$ cat config.mk
export PLATFORM = sky130hd
export DESIGN_NAME = fp12_acc_seq
export DESIGN_NICKNAME = d
export VERILOG_FILES = /design/src/rtl/fp12_acc_seq.sv
export SDC_FILE = /design/constraint.sdc
export NUM_CORES = 1
export LEC_CHECK = 0
export ABC_AREA = 0
export BUFFER_PORTS_ARGS = -buffer_cell sky130_fd_sc_hd__buf_2
export CORE_MARGIN = 4
export CORE_UTILIZATION = 50
export DETAILED_ROUTE_END_ITERATION = 6
export PLACE_DENSITY = 0.84
export SLEW_MARGIN = 20
export SYNTH_ARGS = -nofsm -noshare
export SYNTH_HDL_FRONTEND = slang
export SYNTH_SLANG_ARGS = --single-unit
$ cat constraint.sdc
create_clock -name clk_i -period 4 [get_ports clk_i]
set_input_delay 0.6 -clock clk_i [delete_from_list [all_inputs] [get_ports clk_i]]
set_output_delay 0.6 -clock clk_i [all_outputs]
set_load 0.005 [all_outputs]
$ cat src/rtl/fp12_acc_seq.sv
// fp12_acc_seq: reduces a stream of 12-bit floats to one sum by sequencing
// single adds through an external fixed-latency float adder.
module fp12_acc_seq #(
    parameter int ADD_LATENCY = 5,
    parameter int CNT_W       = 10
) (
    input  logic             clk_i,
    input  logic             rst_n_i,
    input  logic             in_valid_i,
    output logic             in_ready_o,
    input  logic [11:0]      in_data_i,
    input  logic             in_last_i,
    output logic [11:0]      add_a_o,
    output logic [11:0]      add_b_o,
    input  logic [11:0]      add_sum_i,
    output logic             out_valid_o,
    input  logic             out_ready_i,
    output logic [11:0]      out_data_o,
    output logic             out_ovf_o,
    output logic [CNT_W-1:0] out_count_o
);
    localparam int WW = $clog2(ADD_LATENCY + 1);

    typedef enum logic [1:0] {IDLE, ACC, WAIT, DONE} state_t;

    state_t            state_q, state_d;
    logic [11:0]       acc_q, acc_d, a_q, a_d, b_q, b_d;
    logic              ovf_q, ovf_d, last_q, last_d;
    logic              in_ready_q, in_ready_d, out_valid_q, out_valid_d;
    logic [CNT_W-1:0]  cnt_q, cnt_d;
    logic [WW-1:0]     wait_q, wait_d;
    logic              accept;

    assign accept = in_valid_i & in_ready_q;

    always_comb begin
        state_d = state_q;
        acc_d   = acc_q;
        ovf_d   = ovf_q;
        cnt_d   = cnt_q;
        last_d  = last_q;
        wait_d  = wait_q;
        a_d     = a_q;
        b_d     = b_q;
        case (state_q)
            IDLE: if (accept) begin
                acc_d   = in_data_i;
                ovf_d   = &in_data_i[10:6];
                cnt_d   = CNT_W'(1);
                state_d = in_last_i ? DONE : ACC;
            end
            ACC: if (accept) begin
                a_d     = acc_q;
                b_d     = in_data_i;
                cnt_d   = cnt_q + CNT_W'(1);
                last_d  = in_last_i;
                wait_d  = WW'(ADD_LATENCY);
                state_d = WAIT;
            end
            // the adder output is only trusted on the edge the countdown expires
            WAIT: if (wait_q == '0) begin
                acc_d   = add_sum_i;
                ovf_d   = ovf_q | (&add_sum_i[10:6]);
                state_d = last_q ? DONE : ACC;
            end else begin
                wait_d  = wait_q - WW'(1);
            end
            DONE: state_d = (out_valid_q & out_ready_i) ? IDLE : DONE;
            default: state_d = IDLE;
        endcase
        in_ready_d  = (state_d == IDLE) || (state_d == ACC);
        out_valid_d = (state_d == DONE);
    end

    always_ff @(posedge clk_i or negedge rst_n_i) begin
        if (!rst_n_i) begin
            state_q     <= IDLE;
            acc_q       <= '0;
            ovf_q       <= 1'b0;
            cnt_q       <= '0;
            last_q      <= 1'b0;
            wait_q      <= '0;
            a_q         <= '0;
            b_q         <= '0;
            in_ready_q  <= 1'b0;
            out_valid_q <= 1'b0;
        end else begin
            state_q     <= state_d;
            acc_q       <= acc_d;
            ovf_q       <= ovf_d;
            cnt_q       <= cnt_d;
            last_q      <= last_d;
            wait_q      <= wait_d;
            a_q         <= a_d;
            b_q         <= b_d;
            in_ready_q  <= in_ready_d;
            out_valid_q <= out_valid_d;
        end
    end

    assign in_ready_o  = in_ready_q;
    assign out_valid_o = out_valid_q;
    assign out_data_o  = acc_q;
    assign out_ovf_o   = ovf_q;
    assign out_count_o = cnt_q;
    assign add_a_o     = a_q;
    assign add_b_o     = b_q;
endmodule

==> summary.md, run 1 <==
| Metric | Value |
|---|---|
| Status | completed |
| RSZ-0062 raised after global routing | no |
| Share of layout cells above drive strength 1 | roughly 42% |
| Gr ovfl total | 0 |
| Final net count | roughly 310 |
| Final Util | between 60% and 70% |
| Fin. Hold Viols | 0 |
| Number of instances in the placed design | between 300 and 400 |
| Post-CTS Resized | 0 |
| Drt total wl | about 4900 um |
| Placed wire-length estimate | between 3000 and 4000 um |
| H-tree levels | 2 |
| Largest area contributor in the netlist | dfrtp_1 |
| Post-Syn Area per Cell | between 10 and 15 um^2 |
| Die width | a little under 80 um |
| Setup tns final | 0 ns |
| Max Root-Sink Buffers | 2 |
| Hold_buf cts | 0 |
| CTS root buf | clkbuf_8 |
| Die area | 6050 um^2 |
| Register area | ~1400 um^2 |
| Vias per cell | ~5.2 |
| Worst path slowest cell | dfrtp_1 |
| Fin cells | 350 |
| Crit-path max FO | 21 |
| Clock latency on the worst-skew pair | a little over 0.3 ns |
| Synth async-reset ratio | between 90% and 100% |
| Total chip power | 2.07 mW |
| Leak | around 1.5 nW |
| Footprint of the multi-input gates | approximately 1000 um^2 |
| Post-Synthesis Net Count | between 200 and 250 |
| CTS Buf Count | 5 |
| Largest net degree at the start of global routing | 56 |
| Setup Skew | ~0.0094 ns |
| EDFF count, synth | 0 |
| Core Area | between 4000 and 5000 um^2 |
| Clk sink count | 55 |
| Area grow syn2layout | 21.6% |
| Postcts setup bufs | 0 |
| GRT Overall Usage | 17.2% |
| Mapped Cells | roughly 210 |
| Top cells by instance count after synthesis | 55 x dfrtp_1, 27 x nand2_1, 26 x mux2_2 |
| Effective utilization at floorplan | 51.5% |
| DRT iter0 DRCs | 85 |
| HP Class | input port to async pin |
| Row cnt | 25 |
| Fmax | 489 MHz |
| Largest stage delay on the critical path | ~0.64 ns |
| Clk slew on worst S/H paths | 0.10 ns |
| Drt first pass iters | 4 |
| Max IR drop VDD | 0.316 mV |
| Req. time, crit path | about 4.2 ns |
| Area share of the largest cell type after synthesis | ~57% |
| Measured slew at the worst slew-check pin | 0.967 ns |
| Synth Cell Area | approximately 2400 um^2 |
| Final setup vio count | 0 |
| Top-count cell post-synth | dfrtp_1 |
| CP arrival | ~2.2 ns |
| Initial antenna violation count | 0 |
| WHS | 0.394 ns |
| CP Capture Type | flip-flop |
| Chip height | slightly below 80 um |
| #FFs+latches synth | 55 |
| Critical path class | flip-flop to flip-flop |
| Power density cells | between 600 and 700 nW/um^2 |
| WL/cell | around 14 um |
| I/O Buffers | 77 |
| Rel. slew slack | a little over a third |
| Gpl congestion | between 0.8 and 0.9 |
| Max_cap viols | 0 |
| Most frequently used flop master after synthesis | dfrtp_1 |
| Top Ports | 78 |
| CTS tree | built |
| Fillcell total | 389 |
| Final Max Slew Viols | 0 |
| Largest cells by area after synthesis | dfrtp_1 57%, mux2_2 12%, mux2i_1 4.5% |
| First-pass GRT wire length | ~8400 um |
| Vias | between 1500 and 2000 |
| Post-layout minimum cycle time | between 2 and 2.5 ns |
| Post-route clock period utilization | about 51% |
| Register area share after synthesis | a little under three fifths |
| CP startpoint kind | flip-flop |
| Worst path cell trace | nand4b_1 > buf_4 > mux2_2 |
| Antenna cell count | 0 |
| Vias in the first global route | 1840 |
| Post-route ant nets | 0 |
| Unique cell type count in the Yosys netlist | 38 |
| Post-route DRC violation count | 0 |
| Ys Warns | 0 |
[power by group]
part           total [mW]  internal, mW  switching [mW]
Combinational       0.766         0.408           0.358
Clock               0.324         0.142           0.182
Sequential          0.979         0.803           0.176
[logic make-up (layout without fill, tap and decap cells)]
family                   after synthesis  after routing  synth area share, %
AND/OR/NAND/NOR                       62             62                 13.5
flip-flops                            55             55                 56.6
multiplexers                          37             37                 16.6
AO/OA/AOI/OAI                         33             33                 8.07
buffers and inverters                 13             91                 3.08
adder cells (fa/ha/maj)                3              3                 1.54
XOR/XNOR                               2              2                0.720
[cells in the final DEF, fill, tap and decap left out, drive strengths merged, types with 3 or more instances in the layout]
cell type  count
clkbuf         6
nor2           4
and3           3
mux2i         11
inv            4
nand3          9
ha             3
nand2         27
or3            3
nor3           3
o21ai         19
mux2          26
buf           79
dfrtp         55
[worst paths after layout]
check | startpoint | to | slack (ns) | cells after the start
setup / recovery | state_q[0] | add_b_o[2] | 1.95 | 3
hold / removal | rst_n_i | add_a_o[5] | 0.39 | 2
setup reg to reg | state_q[0] | add_b_o[2] | 1.95 | 3
hold reg to reg | wait_q[0] | wait_q[0] | 0.46 | 1
max in group asynchronous | rst_n_i | out_ovf_o | 3.14 | 2
min in group clk_i | wait_q[0] | wait_q[0] | 0.46 | 1
[registers in the layout, indices dropped and copies added (netlist names)]
register	count
add_a_o	12
out_count_o	10
add_b_o	12
in_ready_o	1
out_data_o	12
out_valid_o	1
last_q	1
state_q	2
wait_q	3
out_ovf_o	1
[layout make-up]
cell class                      instances  share of cell area [%]
Timing Repair Buffer                   79                    13.5
Inverter                                4                   0.507
Clock inverter                          2                   0.550
Sequential cell                        55                    46.5
Tap cell                               67                    2.83
Multi-Input combinational cell        137                    33.3
Clock buffer                            6                    2.79
[critical path: cells and delay by family (launching register included)]
kind / cells / cell delay [ns]
AND/OR/NAND/NOR: 1 / 0.55
flip-flops: 1 / 0.64
multiplexers: 1 / 0.30
buffers and inverters: 1 / 0.44
[layer usage]
layer  wire (um)  track usage (%)  up-vias
met1        2050             20.9      889
li1            -                -      882
met4          46             4.27        0
met2        2500             30.2       48
met3         296             4.76        6
met5           0                0        -
[metrics by stage]
stage               setup slack (ns)  area, um^2
finish                          1.95        2960
global route                    1.73        2960
CTS                             1.92        2960
detailed placement              1.89        2860
global placement                1.90        2860
floorplan                       2.59        2430
(Power assumes the default switching activity.)
==> inputs of run 2 (changes only) <==
- ABC_AREA: 0 -> 1
- PLACE_DENSITY: 0.84 -> 0.83
- clock period: 4 -> 2.05 ns (I/O delays scaled with it)
==> summary.md, run 2 <==
| Metric | Value |
|---|---|
| Status | completed (unchanged) |
| Fmax | 673 MHz (was 489 MHz) |
| Clk slew on worst S/H paths | 0.11 ns (was 0.10 ns) |
| Top cells by instance count after synthesis | 123 x nand2_1, 55 x dfrtp_1, 35 x inv_1 (was 55 x dfrtp_1, 27 x nand2_1, 26 x mux2_2) |
| Critical path class | flip-flop to flip-flop (unchanged) |
| Final net count | 423 (was 314) |
| Area share of the largest cell type after synthesis | 52.2% (was 56.6%) |
| Power share of the combinational group | 42.4% (was 37.0%) |
| Post-route clock period utilization | 72.5% (was 51.1%) |
| Largest stage delay on the critical path | 0.46 ns (was 0.64 ns) |
| Clock share of power | 14.4% (was 15.7%) |
| CTS root buf | clkbuf_8 (unchanged) |
| Most common cell after layout, fill and taps aside | nand2_1 (was buf_2) |
| Capturing point of the worst reg2reg path | out_data_o[10] (was add_b_o[2]) |
| Final Max Slew Viols | 0 (unchanged) |
| DRT iter0 DRCs | 122 (was 85) |
| Worst path slowest cell | dfrtp_1 (unchanged) |
| First-pass GRT wire length | 9370 um (was 8430 um) |
| Setup tns final | 0 ns (unchanged) |
| Final setup vio count | 0 (unchanged) |
| Row cnt | 26 (was 25) |
| WL/cell | 12.3 um (was 14.0 um) |
| H-tree levels | 2 (unchanged) |
| Setup Skew | 0.0176 ns (was 0.00945 ns) |
| Total chip power | 4.23 mW (was 2.07 mW) |
| Sw Share | 40.8% (was 34.6%) |
| Stages on worst setup path | 6 (was 3) |
| Mapped Cells | 314 (was 205) |
| Die area | 6500 um^2 (was 6050 um^2) |
| Largest cells by area after synthesis | dfrtp_1 52%, nand2_1 18%, inv_1 5.0% (was dfrtp_1 57%, mux2_2 12%, mux2i_1 4.5%) |
| Initial antenna violation count | 0 (unchanged) |
| GRT Overall Usage | 18.3% (was 17.2%) |
| Ys Warns | 0 (unchanged) |
| Pint | 2.50 mW (was 1.35 mW) |
| Top Ports | 78 (unchanged) |
| Chip height | 80.6 um (was 77.8 um) |
| Worst R2R Start | state_q[1] (was state_q[0]) |
| CP arrival | 1.73 ns (was 2.24 ns) |
| HP Class | input port to async pin (unchanged) |
| Unique cell type count in the Yosys netlist | 26 (was 38) |
| Hold_buf cts | 0 (unchanged) |
| Synth Cell Area | 2640 um^2 (was 2430 um^2) |
| Drt total wl | 5690 um (was 4890 um) |
| Clk sink count | 55 (unchanged) |
| Req. time, crit path | 2.29 ns (was 4.19 ns) |
| Power density cells | 1360 nW/um^2 (was 699 nW/um^2) |
| Largest area contributor in the netlist | dfrtp_1 (unchanged) |
| Final Util | 61.0% (was 62.6%) |
| CP delay by family, top | simple AND/OR/NAND/NOR gates (was flip-flops) |
| Leak | 1.75 nW (was 1.52 nW) |
| Gpl congestion | 0.805 (was 0.836) |
| Fin. Hold Viols | 0 (unchanged) |
| Vias per cell | 4.83 (was 5.21) |
| Effective utilization at floorplan | 51.6% (was 51.5%) |
| Register area share after synthesis | 52.2% (was 56.6%) |
| Post-route DRC violation count | 0 (unchanged) |
| CTS tree | built (unchanged) |
| CP startpoint kind | flip-flop (unchanged) |
| Max Root-Sink Buffers | 2 (unchanged) |
| I/O Buffers | 77 (unchanged) |
| Post-layout minimum cycle time | 1.49 ns (was 2.05 ns) |
| Post-Synthesis Net Count | 346 (was 237) |
| Die width | 80.6 um (was 77.8 um) |
| Post-CTS Resized | 0 (unchanged) |
| R2R depth | 6 (was 3) |
| Area grow syn2layout | 18.0% (was 21.6%) |
| CTS Buf Count | 5 (unchanged) |
| Crit-path max FO | 25 (was 21) |
| Gr ovfl total | 0 (unchanged) |
| Post-Syn Area per Cell | 8.40 um^2 (was 11.9 um^2) |
| Post-route ant nets | 0 (unchanged) |
| RSZ-0062 raised after global routing | no (unchanged) |
| Postcts setup bufs | 0 (unchanged) |
| Sequential Power Share | 43.3% (was 47.3%) |
| #FFs+latches synth | 55 (unchanged) |
| Drt first pass iters | 4 (unchanged) |
| R2r setup slk | 0.56 ns (was 1.95 ns) |
| Vias | 2232 (was 1825) |
| Max_cap viols | 0 (unchanged) |
| Antenna cell count | 0 (unchanged) |
| Share of layout cells above drive strength 1 | 27.8% (was 42.0%) |
| Crit path buffers/inverters | 1 (unchanged) |
| Psw | 1.73 mW (was 0.717 mW) |
| Measured slew at the worst slew-check pin | 0.668 ns (was 0.967 ns) |
| Core Area | 5110 um^2 (was 4720 um^2) |
| Most frequent cells in the layout | 123 x nand2_1, 77 x buf_2, 55 x dfrtp_1 (was 77 x buf_2, 55 x dfrtp_1, 27 x nand2_1) |
| CP Capture Type | flip-flop (unchanged) |
| Rel. slew slack | 55.5% (was 35.2%) |
| Clock latency on the worst-skew pair | 0.31 ns (about the same) |
| Top-count cell post-synth | nand2_1 (was dfrtp_1) |
| Synth async-reset ratio | 100% (unchanged) |
| Worst path cell trace | inv_2 > nor2_8 > nand3_4 > nand2_4 > o21ai_0 > o21ai_1 (was nand4b_1 > buf_4 > mux2_2) |
| Placed wire-length estimate | 4300 um (was 3500 um) |
| Most frequently used flop master after synthesis | dfrtp_1 (unchanged) |
| Vias in the first global route | 2129 (was 1840) |
| EDFF count, synth | 0 (unchanged) |
| Largest net degree at the start of global routing | 56 (unchanged) |
| Max IR drop VDD | 0.627 mV (was 0.316 mV) |
[run 2: changes by cell type after synthesis, moves of 3 or more]
| cell | delta |
|---|---|
| nand2_1 | +96 |
| nor2_1 | +12 |
| buf_2 | -5 |
| nand2_4 | +3 |
| mux2i_1 | -11 |
| o21ai_0 | -9 |
| o21ai_1 | +21 |
| inv_2 | +4 |
| o21ai_2 | +9 |
| and3_1 | -3 |
| buf_6 | +3 |
| mux2_2 | -26 |
| a21oi_1 | +3 |
| inv_1 | +31 |
[run 2: metrics by stage]
| stage | instance area [um^2] | hold WS (ns) | instances | setup WS [ns] |
|---|---|---|---|---|
| 3_5_place_dp | 3020 | 0.461 | 454 | 0.544 |
| 4_1_cts | 3110 | 0.132 | 462 | 0.528 |
| 6_report | 3110 | 0.0997 | 462 | 0.563 |
| 2_1_floorplan | 2640 | 0.0119 | 314 | 0.808 |
| 3_3_place_gp | 3020 | 0.450 | 454 | 0.612 |
| 5_1_grt | 3110 | 0.152 | 462 | 0.359 |
[run 2: worst register-to-register path, cell delays in order, from the launching register on]
cell	delay, ns
dfrtp_1	0.46
inv_2	0.11
nor2_8	0.24
nand3_4	0.12
nand2_4	0.26
o21ai_0	0.15
o21ai_1	0.10
[run 2: cell families after synthesis]
family                   after synthesis  share of synthesized area (%)
XOR/XNOR                               1                          0.332
AO/OA/AOI/OAI                         47                           10.4
adder cells (fa/ha/maj)                3                           1.42
flip-flops                            55                           52.2
AND/OR/NAND/NOR                      160                           26.2
buffers and inverters                 48                           9.49
[run 2: how the worst max path moves through the flow]
stage               start        endpoint  slack, ns
6_report       state_q[1]  out_data_o[10]       0.56
2_1_floorplan  state_q[1]  out_data_o[10]       0.81
5_1_grt        state_q[1]  out_data_o[10]       0.36
3_3_place_gp   state_q[1]  out_data_o[10]       0.61
4_1_cts        state_q[1]  out_data_o[10]       0.53
3_5_place_dp   in_valid_i  out_data_o[10]       0.54
[run 2: power by group through the flow]
stage	Sequential, mW	Combinational (mW)	Clock (mW)
4_1_cts	1.83	1.82	0.623
3_3_place_gp	1.84	1.73	0
5_1_grt	1.89	2.03	0.675
6_report	1.83	1.79	0.608
2_1_floorplan	1.86	1.21	0
3_5_place_dp	1.85	1.81	0
[run 2: routing by layer]
| metal | vias up | wire length (um) | part of all wire (%) | global-route usage [%] |
|---|---|---|---|---|
| li1 | 1126 | - | - | - |
| met1 | 1043 | 2390 | 42 | 22.0 |
| met2 | 59 | 2930 | 51 | 33.5 |
| met3 | 4 | 321 | 5.6 | 3.03 |
| met4 | 0 | 43 | 0.76 | 5.07 |
| met5 | - | 0 | 0 | 0 |
[run 2: cell type report]
cell class,instances,area (um^2)
Multi-Input combinational cell,211,1010
Clock buffer,5,68.8
Timing Repair Buffer,79,400
Sequential cell,55,1380
Clock inverter,3,22.5
Inverter,39,146
Fill cell,455,1990
Tap cell,70,87.6
